==> config.mk <==
export PLATFORM = sky130hd
export DESIGN_NAME = alu_operand_loader
export DESIGN_NICKNAME = d
export VERILOG_FILES = /design/src/rtl/alu_pkg.sv /design/src/rtl/alu_loader_timeout.sv /design/src/rtl/alu_operand_loader.sv
export SDC_FILE = /design/constraint.sdc
export NUM_CORES = 1
export LEC_CHECK = 0
export ABC_AREA = 1
export BUFFER_PORTS_ARGS = -buffer_cell sky130_fd_sc_hd__buf_2
export CAP_MARGIN = 5
export CORE_MARGIN = 3
export CORE_UTILIZATION = 52
export DETAILED_ROUTE_END_ITERATION = 10
export PLACE_DENSITY = 0.91
export SYNTH_ARGS = -nofsm -noshare
export SYNTH_HDL_FRONTEND = slang
export SYNTH_SLANG_ARGS = --single-unit
==> constraint.sdc <==
create_clock -name clk -period 2.05 [get_ports clk]
set_input_delay 0.41 -clock clk [delete_from_list [all_inputs] [get_ports clk]]
set_output_delay 0.41 -clock clk [all_outputs]
set_load 0.005 [all_outputs]
==> src/rtl/alu_pkg.sv <==
// ============================================================================
// Module : alu_pkg
// Shared ALU datapath widths and the operand-loader state encoding.
// Rev    : 1.0  initial release
// ============================================================================
`default_nettype none

package alu_pkg;

  localparam int ALU_WIDTH           = 6;
  localparam int ALU_SEL_W           = 4;
  localparam int LOADER_CNT_W        = 8;
  localparam int LOADER_TIMEOUT_CYC  = 15;

  typedef enum logic [1:0] {
    IDLE   = 2'b00,
    WAIT_B = 2'b01,
    ISSUE  = 2'b10
  } loader_state_t;

  // The loader takes a new word only while it is assembling an operation.
  function automatic logic loader_accepts(input loader_state_t s);
    return (s == IDLE) || (s == WAIT_B);
  endfunction

endpackage

`default_nettype wire

==> src/rtl/alu_loader_timeout.sv <==
// ============================================================================
// Module : alu_loader_timeout
// Clearable cycle counter that flags the last permitted WAIT_B cycle.
// Rev    : 1.0  initial release
// ============================================================================
`default_nettype none

module alu_loader_timeout #(
  parameter int TIMEOUT_CYC = 15
) (
  input  logic clk,
  input  logic reset,
  input  logic clear,
  input  logic count_en,
  output logic expire
);

  localparam int CW = (TIMEOUT_CYC < 1) ? 1 : $clog2(TIMEOUT_CYC + 1);
  localparam logic [CW-1:0] LAST = CW'((TIMEOUT_CYC < 1) ? 0 : TIMEOUT_CYC - 1);

  logic [CW-1:0] cnt_q;
  logic [CW-1:0] cnt_d;

  always_comb begin
    cnt_d = cnt_q;
    if (clear) begin
      cnt_d = '0;
    end else if (count_en) begin
      cnt_d = cnt_q + 1'b1;
    end
  end

  // Fires during the TIMEOUT_CYC-th consecutive counted cycle.
  assign expire = count_en && !clear && (cnt_q == LAST);

  always_ff @(posedge clk or posedge reset) begin
    if (reset) begin
      cnt_q <= '0;
    end else begin
      cnt_q <= cnt_d;
    end
  end

endmodule

`default_nettype wire

==> src/rtl/alu_operand_loader.sv <==
// ============================================================================
// Module : alu_operand_loader
// Serial A / B+opcode collector feeding the ALU under a valid/ready handshake.
// Optional WAIT_B abort enabled by macro ALU_LOADER_TIMEOUT_EN.
// Rev    : 1.0  initial release
// ============================================================================
`default_nettype none

module alu_operand_loader
  import alu_pkg::*;
#(
  parameter int WIDTH       = ALU_WIDTH,
  parameter int SEL_W       = ALU_SEL_W,
  parameter int CNT_W       = LOADER_CNT_W,
  parameter int TIMEOUT_CYC = LOADER_TIMEOUT_CYC
) (
  input  logic             clk,
  input  logic             reset,
  input  logic             flush,
  input  logic [WIDTH-1:0] in_data,
  input  logic [SEL_W-1:0] in_sel,
  input  logic             in_valid,
  output logic             in_ready,
  output logic [WIDTH-1:0] op_a,
  output logic [WIDTH-1:0] op_b,
  output logic [SEL_W-1:0] op_sel,
  output logic             op_valid,
  input  logic             op_ready,
  output logic [CNT_W-1:0] op_count,
  output logic             err_timeout
);

  loader_state_t    state_q, state_d;
  logic [WIDTH-1:0] op_a_q, op_a_d;
  logic [WIDTH-1:0] op_b_q, op_b_d;
  logic [SEL_W-1:0] op_sel_q, op_sel_d;
  logic             op_valid_q, op_valid_d;
  logic [CNT_W-1:0] op_count_q, op_count_d;
  logic             expire;

`ifdef ALU_LOADER_TIMEOUT_EN
  logic err_timeout_q, err_timeout_d;

  alu_loader_timeout #(
    .TIMEOUT_CYC (TIMEOUT_CYC)
  ) u_timeout (
    .clk      (clk),
    .reset    (reset),
    .clear    ((state_q != WAIT_B) || flush),
    .count_en (state_q == WAIT_B),
    .expire   (expire)
  );

  // A B word on the expiry cycle wins, and flush suppresses the error.
  assign err_timeout_d = (state_q == WAIT_B) && !flush && !in_valid && expire;

  always_ff @(posedge clk or posedge reset) begin
    if (reset) begin
      err_timeout_q <= 1'b0;
    end else begin
      err_timeout_q <= err_timeout_d;
    end
  end

  assign err_timeout = err_timeout_q;
`else
  logic unused_timeout_cfg;

  assign unused_timeout_cfg = ^TIMEOUT_CYC;
  assign expire             = 1'b0;
  assign err_timeout        = 1'b0;
`endif

  always_comb begin
    state_d    = state_q;
    op_a_d     = op_a_q;
    op_b_d     = op_b_q;
    op_sel_d   = op_sel_q;
    op_valid_d = op_valid_q;
    op_count_d = op_count_q;

    if (flush) begin
      state_d    = IDLE;
      op_valid_d = 1'b0;
    end else begin
      unique case (state_q)
        IDLE: begin
          if (in_valid) begin
            op_a_d  = in_data;
            state_d = WAIT_B;
          end
        end
        WAIT_B: begin
          if (in_valid) begin
            op_b_d     = in_data;
            op_sel_d   = in_sel;
            op_valid_d = 1'b1;
            state_d    = ISSUE;
          end else if (expire) begin
            state_d = IDLE;
          end
        end
        ISSUE: begin
          if (op_ready) begin
            op_valid_d = 1'b0;
            op_count_d = op_count_q + 1'b1;
            state_d    = IDLE;
          end
        end
        default: begin
          state_d    = IDLE;
          op_valid_d = 1'b0;
        end
      endcase
    end
  end

  always_ff @(posedge clk or posedge reset) begin
    if (reset) begin
      state_q    <= IDLE;
      op_a_q     <= '0;
      op_b_q     <= '0;
      op_sel_q   <= '0;
      op_valid_q <= 1'b0;
      op_count_q <= '0;
    end else begin
      state_q    <= state_d;
      op_a_q     <= op_a_d;
      op_b_q     <= op_b_d;
      op_sel_q   <= op_sel_d;
      op_valid_q <= op_valid_d;
      op_count_q <= op_count_d;
    end
  end

  assign in_ready = loader_accepts(state_q);
  assign op_a     = op_a_q;
  assign op_b     = op_b_q;
  assign op_sel   = op_sel_q;
  assign op_valid = op_valid_q;
  assign op_count = op_count_q;

endmodule

`default_nettype wire

==> results of run 1 <==
==> per-layer routing <==
layer  vias to the layer above  routed length [um]  global-route usage [%]
li1                        489                   -                       -
met1                       454                 936                    21.0
met2                        32                1260                    31.9
met3                         2                 151                    3.81
met4                         0                  14                    5.39
met5                         -                   0                       0
==> worst paths after layout <==
kind	startpoint	end	slack, ns	cells past startpoint
setup / recovery	state_q[1]$_DFFE_PP0P_	op_b[4]$_DFFE_PP0P_	0.62	4
hold / removal	reset	op_a[1]$_DFFE_PP0P_	0.11	3
setup reg to reg	state_q[1]$_DFFE_PP0P_	op_b[4]$_DFFE_PP0P_	0.62	4
max in group asynchronous	reset	op_b[2]$_DFFE_PP0P_	1.69	3
min in group clk	op_ready	state_q[1]$_DFFE_PP0P_	0.30	2
hold reg to reg	op_valid$_DFFE_PP0P_	op_valid$_DFFE_PP0P_	0.49	2
==> area by class of cell <==
| class | instances | area (sq um) | area share [%] |
|---|---|---|---|
| Clock buffer | 4 | 26.3 | 1.80 |
| Multi-Input combinational cell | 80 | 428 | 29.4 |
| Sequential cell | 27 | 676 | 46.4 |
| Tap cell | 27 | 33.8 | 2.32 |
| Inverter | 23 | 86.3 | 5.92 |
| Timing Repair Buffer | 41 | 208 | 14.2 |
==> sequential cells by signal, indices dropped and copies added, names as in the netlist <==
| signal | cells |
|---|---|
| state_q | 2 |
| op_count | 8 |
| op_b | 6 |
| op_a | 6 |
| op_valid | 1 |
| op_sel | 4 |
==> power by group through the flow <==
| stage | combinational, mW | sequential [mW] | clock [mW] |
|---|---|---|---|
| floorplan | 0.167 | 0.723 | 0 |
| global placement | 0.308 | 0.715 | 0 |
| CTS | 0.323 | 0.712 | 0.232 |
| detailed placement | 0.323 | 0.722 | 0 |
| global route | 0.362 | 0.727 | 0.254 |
| finish | 0.315 | 0.711 | 0.227 |
==> kinds of logic after synthesis <==
family / share of synthesized area, %
xor gates and xnor gates: 2.85
buffers and inverters: 10.3
adders and majority gates: 1.02
and+or+nand+nor: 19.7
other: 0.305
AOI/OAI and AO/OA: 10.9
DFF: 54.9
==> cells in the final DEF (no fill, tap or decap), drive strengths merged <==
| cell type | instances |
|---|---|
| ha | 1 |
| nor2 | 8 |
| clkbuf | 4 |
| nand4 | 2 |
| nand3 | 5 |
| dfrtp | 27 |
| o31ai | 1 |
| xnor2 | 2 |
| buf | 41 |
| inv | 23 |
| nand3b | 1 |
| o21ai | 17 |
| nand2 | 40 |
| conb | 1 |
| xor2 | 2 |
==> worst max-delay path, cell delays in order, from the launching register on <==
cell	delay [ns]
dfrtp_1	0.43
nor2_1	0.17
nand3_2	0.42
nand2_1	0.23
o21ai_2	0.06
==> run summary, run 1 <==
Clock Skew = 0.00530 ns
post-layout util = 69.3%
Skew-Pair Late Insertion Delay = 0.32 ns
WHS = 0.110 ns
crit start category = register
Worst Setup End Kind = register
Area after DPL = 1430 sq um
register share of total power = 56.7%
HPWL Detailed = 1870 um
post-layout net count = 192
layout cells sized above 1 = 33.7%
sw power = 0.386 mW
Clock Path Buffers = 2
Fillers = 172
Max Cap Viol = 0
cts hold-fix bufs = 0
setup ws final = 0.622 ns
area share of the largest cell type after synthesis = 54.9%
IO Pins = 42
Post-synth EDFFs = 0
initial antenna violation count = 0
CTS tree = built
worst min path class = in -> async
Die H = 54.6 um
post-CTS sizing = 0
Starting Density = 58.5%
die area = 2980 sq um
Vias = 977
Seq cells post-synth = 27
Pwr Total = 1.25 mW
DR vias/cell = 4.84
post-CTS setup buffer count = 0
core area = 2100 sq um
post-synth top area cell = dfrtp_1
Static Leak = 0.834 nW
Worst EP required = 2.26 ns
CTS H-tree depth = 1
Sum Neg Setup Slack = 0 ns
Int Power = 0.867 mW
Power Density = 860 nW/um^2
synth cell count leaders = 39 x nand2_1, 27 x dfrtp_1, 23 x inv_1
total gr overflow = 0
largest net degree at the start of global routing = 28
Post-Route WL = 2360 um
Final Max Slew Viols = 0
Tot GR Track Use = 17.8%
first-pass GRT wire length = 3820 um
clk sinks = 27
port bufs = 40
Setup CP Type = reg -> reg
CTS Buf Count = 3
post-route design area = 1460 sq um
Synth Warn # = 0
Die Wd = 54.6 um
Final ANT Viol Nets = 0
Gate Count Post-Synth = 134
Worst VDD drop = 633 uV
Cell Area, Synth = 1230 sq um
vias in the first global route = 927
Fmax = 0.701 GHz
WL per Instance = 11.7 um
area delta synth->final = 18.5%
Final Non-Filler Cells = 202
switching share of power = 30.8%
n_diodes = 0
unrepaired setup endpoints after global routing = false
final setup fails = 0
# rows = 16
Post-Syn Nets = 150
combinational power share = 25.2%
Worst-path clk slew = 0.14 ns
sequential area share after synthesis = 54.9%
DRT iter0 DRCs = 11
Mean Syn Cell Area = 9.18 sq um
critical path arrival = 1.64 ns
run status = finished, final reports clean
Synth area leaders = dfrtp_1 55%, nand2_1 12%, o21ai_2 7.8%, inv_1 7.0%, o21ai_1 2.0%
top-count cell post-synth = nand2_1
count of cell types in the netlist = 22
DRT Pass-1 Iters = 4
pre-CTS setup slack = 0.607 ns
routability cong. = 0.831
Synth async-reset ratio = 100%
endpoints failing hold = 0
Synth Flop Type = dfrtp_1
Tmin final = 1.43 ns
clock power share = 18.1%
period utilization = 69.6%
critical path peak fanout = 22
CTS Root Cell = clkbuf_4
Remaining DRCs = 0
DP Cell Count = 198
No activity file was read; power rests on OpenSTA's default activity.
==> inputs of run 2 (changes only) <==
Settings changed: CORE_UTILIZATION 52 to 48, PLACE_DENSITY 0.91 to 0.86.
Clock period 2.05 ns to 1.45 ns, I/O delays scaled along.
==> run 2 against run 1 <==
Compared with the run above:
- maximum frequency increased by 12%
- clock-buffer cell count decreased by 1
- clock skew up 0.0052 ns
- register-to-register slack worse by 0.44 ns
- core utilization shrank 5.6 points
- flip-flop and latch count unchanged
- routed wire length up 0.51%
- design area grew 1.4%
- non-clock buffer count grew 2
- combinational power rose by 45%
- largest cell class unchanged
==> run summary, run 2 (synthesis results as in run 1) <==
layout cells sized above 1 = 34.5%
CTS Buf Count = 3
area delta synth->final = 20.1%
Vias = 1002
Pwr Total = 1.77 mW
endpoints failing hold = 0
Static Leak = 0.845 nW
Remaining DRCs = 0
Starting Density = 53.0%
Setup CP Type = reg -> reg
initial antenna violation count = 0
Sum Neg Setup Slack = 0 ns
n_diodes = 0
Tot GR Track Use = 15.7%
unrepaired setup endpoints after global routing = false
Clock Skew = 0.0105 ns
clk sinks = 27
Skew-Pair Late Insertion Delay = 0.31 ns
CTS Root Cell = clkbuf_4
Tmin final = 1.27 ns
Clock Path Buffers = 2
period utilization = 87.7%
CTS H-tree depth = 1
WL per Instance = 11.6 um
post-CTS setup buffer count = 0
post-route design area = 1480 sq um
# rows = 17
Max Cap Viol = 0
Final Max Slew Viols = 0
port bufs = 40
Worst-path clk slew = 0.14 ns
total gr overflow = 0
Final ANT Viol Nets = 0
Post-Route WL = 2380 um
Area after DPL = 1440 sq um
Power Density = 1200 nW/um^2
Final Non-Filler Cells = 205
largest net degree at the start of global routing = 28
DRT iter0 DRCs = 20
Worst VDD drop = 782 uV
post-CTS sizing = 0
run status = finished, final reports clean
critical path arrival = 1.48 ns
die area = 3210 sq um
critical path peak fanout = 13
Fmax = 0.786 GHz
cts hold-fix bufs = 1
vias in the first global route = 979
first-pass GRT wire length = 4000 um
Die Wd = 56.6 um
commonest cells after routing, fill and taps aside = 40 x buf_2, 39 x nand2_1, 27 x dfrtp_1
DP Cell Count = 200
post-layout net count = 194
max reg flops = 8
worst min path class = in -> reg
HPWL Detailed = 1890 um
IO Pins = 42
Worst Setup End Kind = register
Die H = 56.6 um
DRT Pass-1 Iters = 4
final setup fails = 0
setup ws final = 0.178 ns
pre-CTS setup slack = 0.128 ns
commonest non-fill, non-tap cell in the layout = buf_2
routability cong. = 0.800
DR vias/cell = 4.89
crit start category = register
core area = 2320 sq um
Worst EP required = 1.66 ns
CTS tree = built
## run 2: cell types whose count changed in the layout (fill, tap and decap cells not counted)
cell and delta:
clkbuf_1 -1, buf_4 +1, dlygate4sd3_1 +1, clkinv_2 +1
## run 2: power breakdown
part           switching (mW)  total (mW)  internal, mW
Sequential              0.100        1.00         0.900
Clock                   0.208       0.311         0.103
Combinational           0.237       0.458         0.221
## run 2: worst max-delay path, stage by stage, from the launching register on
cell     delay [ns]
dfrtp_1        0.41
nor2_1         0.13
nand3_1        0.36
nand2_1        0.20
o21ai_2        0.07
## run 2: area by class of cell
class,instances,area [sq um]
fill,199,841
sequential,27,676
multi-input combinational,80,428
timing repair buffer,43,225
inverter,23,86.3
tap,28,35.0
clock buffer,3,22.5
clock inverter,1,5.00
## run 2: metrics by stage
stage / hold WS (ns) / util [%]
floorplan: 0.343 / -
global placement: 0.359 / 62.1
detailed placement: 0.366 / 62.1
CTS: 0.163 / 63.7
global route: 0.164 / 63.7
finish: 0.175 / 63.7
## run 2: metal layers
metal / vias to the layer above / part of all wire (%) / track usage, %
li1: 494 / - / -
met1: 470 / 42 / 17.4
met2: 34 / 49 / 27.9
met3: 4 / 7.4 / 3.68
met4: 0 / 1.5 / 7.46
met5: - / 0 / 0
## run 2: final timing paths
path                                             start                      end  slack [ns]  depth (start not counted)
worst min register to register    op_valid$_DFFE_PP0P_     op_valid$_DFFE_PP0P_        0.48                          2
worst max register to register  state_q[0]$_DFFE_PP0P_      op_a[4]$_DFFE_PP0P_        0.18                          4
min in group asynchronous                        reset  op_count[6]$_DFFE_PP0P_        0.55                          4
worst min-delay path                          op_ready   state_q[1]$_DFFE_PP0P_        0.17                          2
worst max-delay path            state_q[0]$_DFFE_PP0P_      op_a[4]$_DFFE_PP0P_        0.18                          4
max in group asynchronous                        reset   state_q[1]$_DFFE_PP0P_        0.64                          4
==> inputs of run 3 (changes only) <==
Settings changed: CORE_ASPECT_RATIO set to 0.75, REMOVE_ABC_BUFFERS set to 1.
==> run 3 against run 2 <==
Compared with the run above:
- sequential power hardly changed
- global-route usage increased by 1.9 points
- routed wire length up 4.6%
- critical endpoint is now in_ready
- highest routed layer unchanged
- maximum frequency increased by 0.91%
- clock skew decreased by 0.0043 ns
- design area grew 1.1%
- hold slack got worse by 0.17 ns
- core utilization fell by 0.56 points
- total power grew 1.1%
- clock-buffer cell count rose by 1
==> run summary, run 3 (synthesis results as in run 1) <==
run status = finished, final reports clean
worst setup path endpoint = in_ready
Setup CP Type = reg -> out
CTS H-tree depth = 1
post-CTS sizing = 0
Final ANT Viol Nets = 0
Tot GR Track Use = 17.6%
Worst EP required = 1.16 ns
Skew-Pair Late Insertion Delay = 0.32 ns
n_diodes = 0
endpoints failing hold = 0
CTS Buf Count = 3
Vias = 1000
die area = 3210 sq um
# rows = 15
Final Max Slew Viols = 0
DRT Pass-1 Iters = 4
Crit-path slowest cell = dfrtp_1
Clock Path Buffers = 2
r2r startpoint = op_count[1]$_DFFE_PP0P_
vias in the first global route = 1004
crit start category = register
WL per Instance = 11.8 um
Remaining DRCs = 0
register area = 676 sq um
multi-input gate area in the final layout = 428 sq um
port bufs = 40
clk sinks = 27
critical path peak fanout = 3
CTS tree = built
post-CTS setup buffer count = 0
commonest non-fill, non-tap cell in the layout = buf_2
period utilization = 86.9%
Worst path max stage delay = 0.43 ns
worst min path class = in -> async
first-pass GRT wire length = 4400 um
total gr overflow = 0
Worst VDD drop = 624 uV
area delta synth->final = 21.5%
Post-Route WL = 2490 um
Die Wd = 64.5 um
Worst Setup End Kind = output pin
reg2reg end = op_count[6]$_DFFE_PP0P_
commonest cells after routing, fill and taps aside = 40 x buf_2, 39 x nand2_1, 27 x dfrtp_1
Starting Density = 52.0%
cts hold-fix bufs = 0
Clock Skew = 0.00624 ns
Cell Chain, Critical Path = inv_1, buf_2
Area after DPL = 1470 sq um
post-route design area = 1490 sq um
post-layout net count = 194
layout cells sized above 1 = 34.5%
Worst-path clk slew = 0.14 ns
routability cong. = 0.884
IO Pins = 42
Die H = 49.8 um
flop-to-flop setup slack = 0.21 ns
initial antenna violation count = 0
final setup fails = 0
DRT iter0 DRCs = 54
largest net degree at the start of global routing = 28
Fillers = 215
r2r worst-path depth = 6
core area = 2360 sq um
Max Cap Viol = 0
DR vias/cell = 4.74
max reg flops = 8
CTS Root Cell = clkbuf_4
Crit. Startpoint = state_q[1]$_DFFE_PP0P_
Fmax = 0.794 GHz
unrepaired setup endpoints after global routing = false
critical path arrival = 0.97 ns
Static Leak = 0.849 nW
Power Density = 1200 nW/um^2
Sum Neg Setup Slack = 0 ns
HPWL Detailed = 1910 um
Tmin final = 1.26 ns
run 3: cell types whose count changed in the layout (fill, tap and decap cells not counted):
cell	previous run	this run
clkbuf_1	0	1
clkinv_2	1	0
dlygate4sd3_1	1	0
buf_12	0	1
run 3: how the worst min path moves through the flow:
stage	end	depth (start not counted)	slack [ns]	from
after detailed placement	op_count[7]$_DFFE_PP0P_	3	0.36	reset
after CTS	op_count[7]$_DFFE_PP0P_	3	0.006	reset
after global placement	op_count[6]$_DFFE_PP0P_	3	0.36	reset
final	op_count[5]$_DFFE_PP0P_	3	0.0001	reset
after floorplan	op_a[0]$_DFFE_PP0P_	1	0.34	reset
after global routing	op_a[3]$_DFFE_PP0P_	3	0.05	reset
run 3: final cells by class:
| cell class | count | share of cell area (%) |
|---|---|---|
| Sequential cell | 27 | 45.2 |
| Multi-Input combinational cell | 80 | 28.6 |
| Timing Repair Buffer | 43 | 15.7 |
| Inverter | 23 | 5.78 |
| Tap cell | 34 | 2.85 |
| Clock buffer | 4 | 1.76 |
run 3: worst max-delay path: cells and delay by family, from the launching register on:
family   cells  cell delay (ns)
buf+inv      2             0.22
flops        1             0.43
run 3: per-stage QoR:
stage	hold slack, ns	cells	power, mW	setup slack (ns)	utilization, %
after floorplan	0.343	130	1.25	0.214	-
after global placement	0.358	207	1.46	0.351	62.1
after detailed placement	0.364	207	1.49	0.289	62.1
after CTS	0.00573	211	1.81	0.188	63.2
after global routing	0.0470	211	1.91	0.0849	63.2
final	0.000126	211	1.79	0.190	63.2
run 3: where the power goes:
part,leakage [nW],total [mW],switching (mW),internal [mW]
logic,0.496,0.473,0.247,0.226
registers,0.338,0.999,0.0990,0.900
clock network,0.0150,0.317,0.210,0.108
total,0.849,1.79,0.556,1.23
run 3: layer usage:
metal	track usage (%)	vias up	share of wire, %
met5	0	-	0
met4	8.77	0	2.1
met3	3.19	8	4.0
met2	28.9	35	51
met1	22.4	459	43
li1	-	498	-
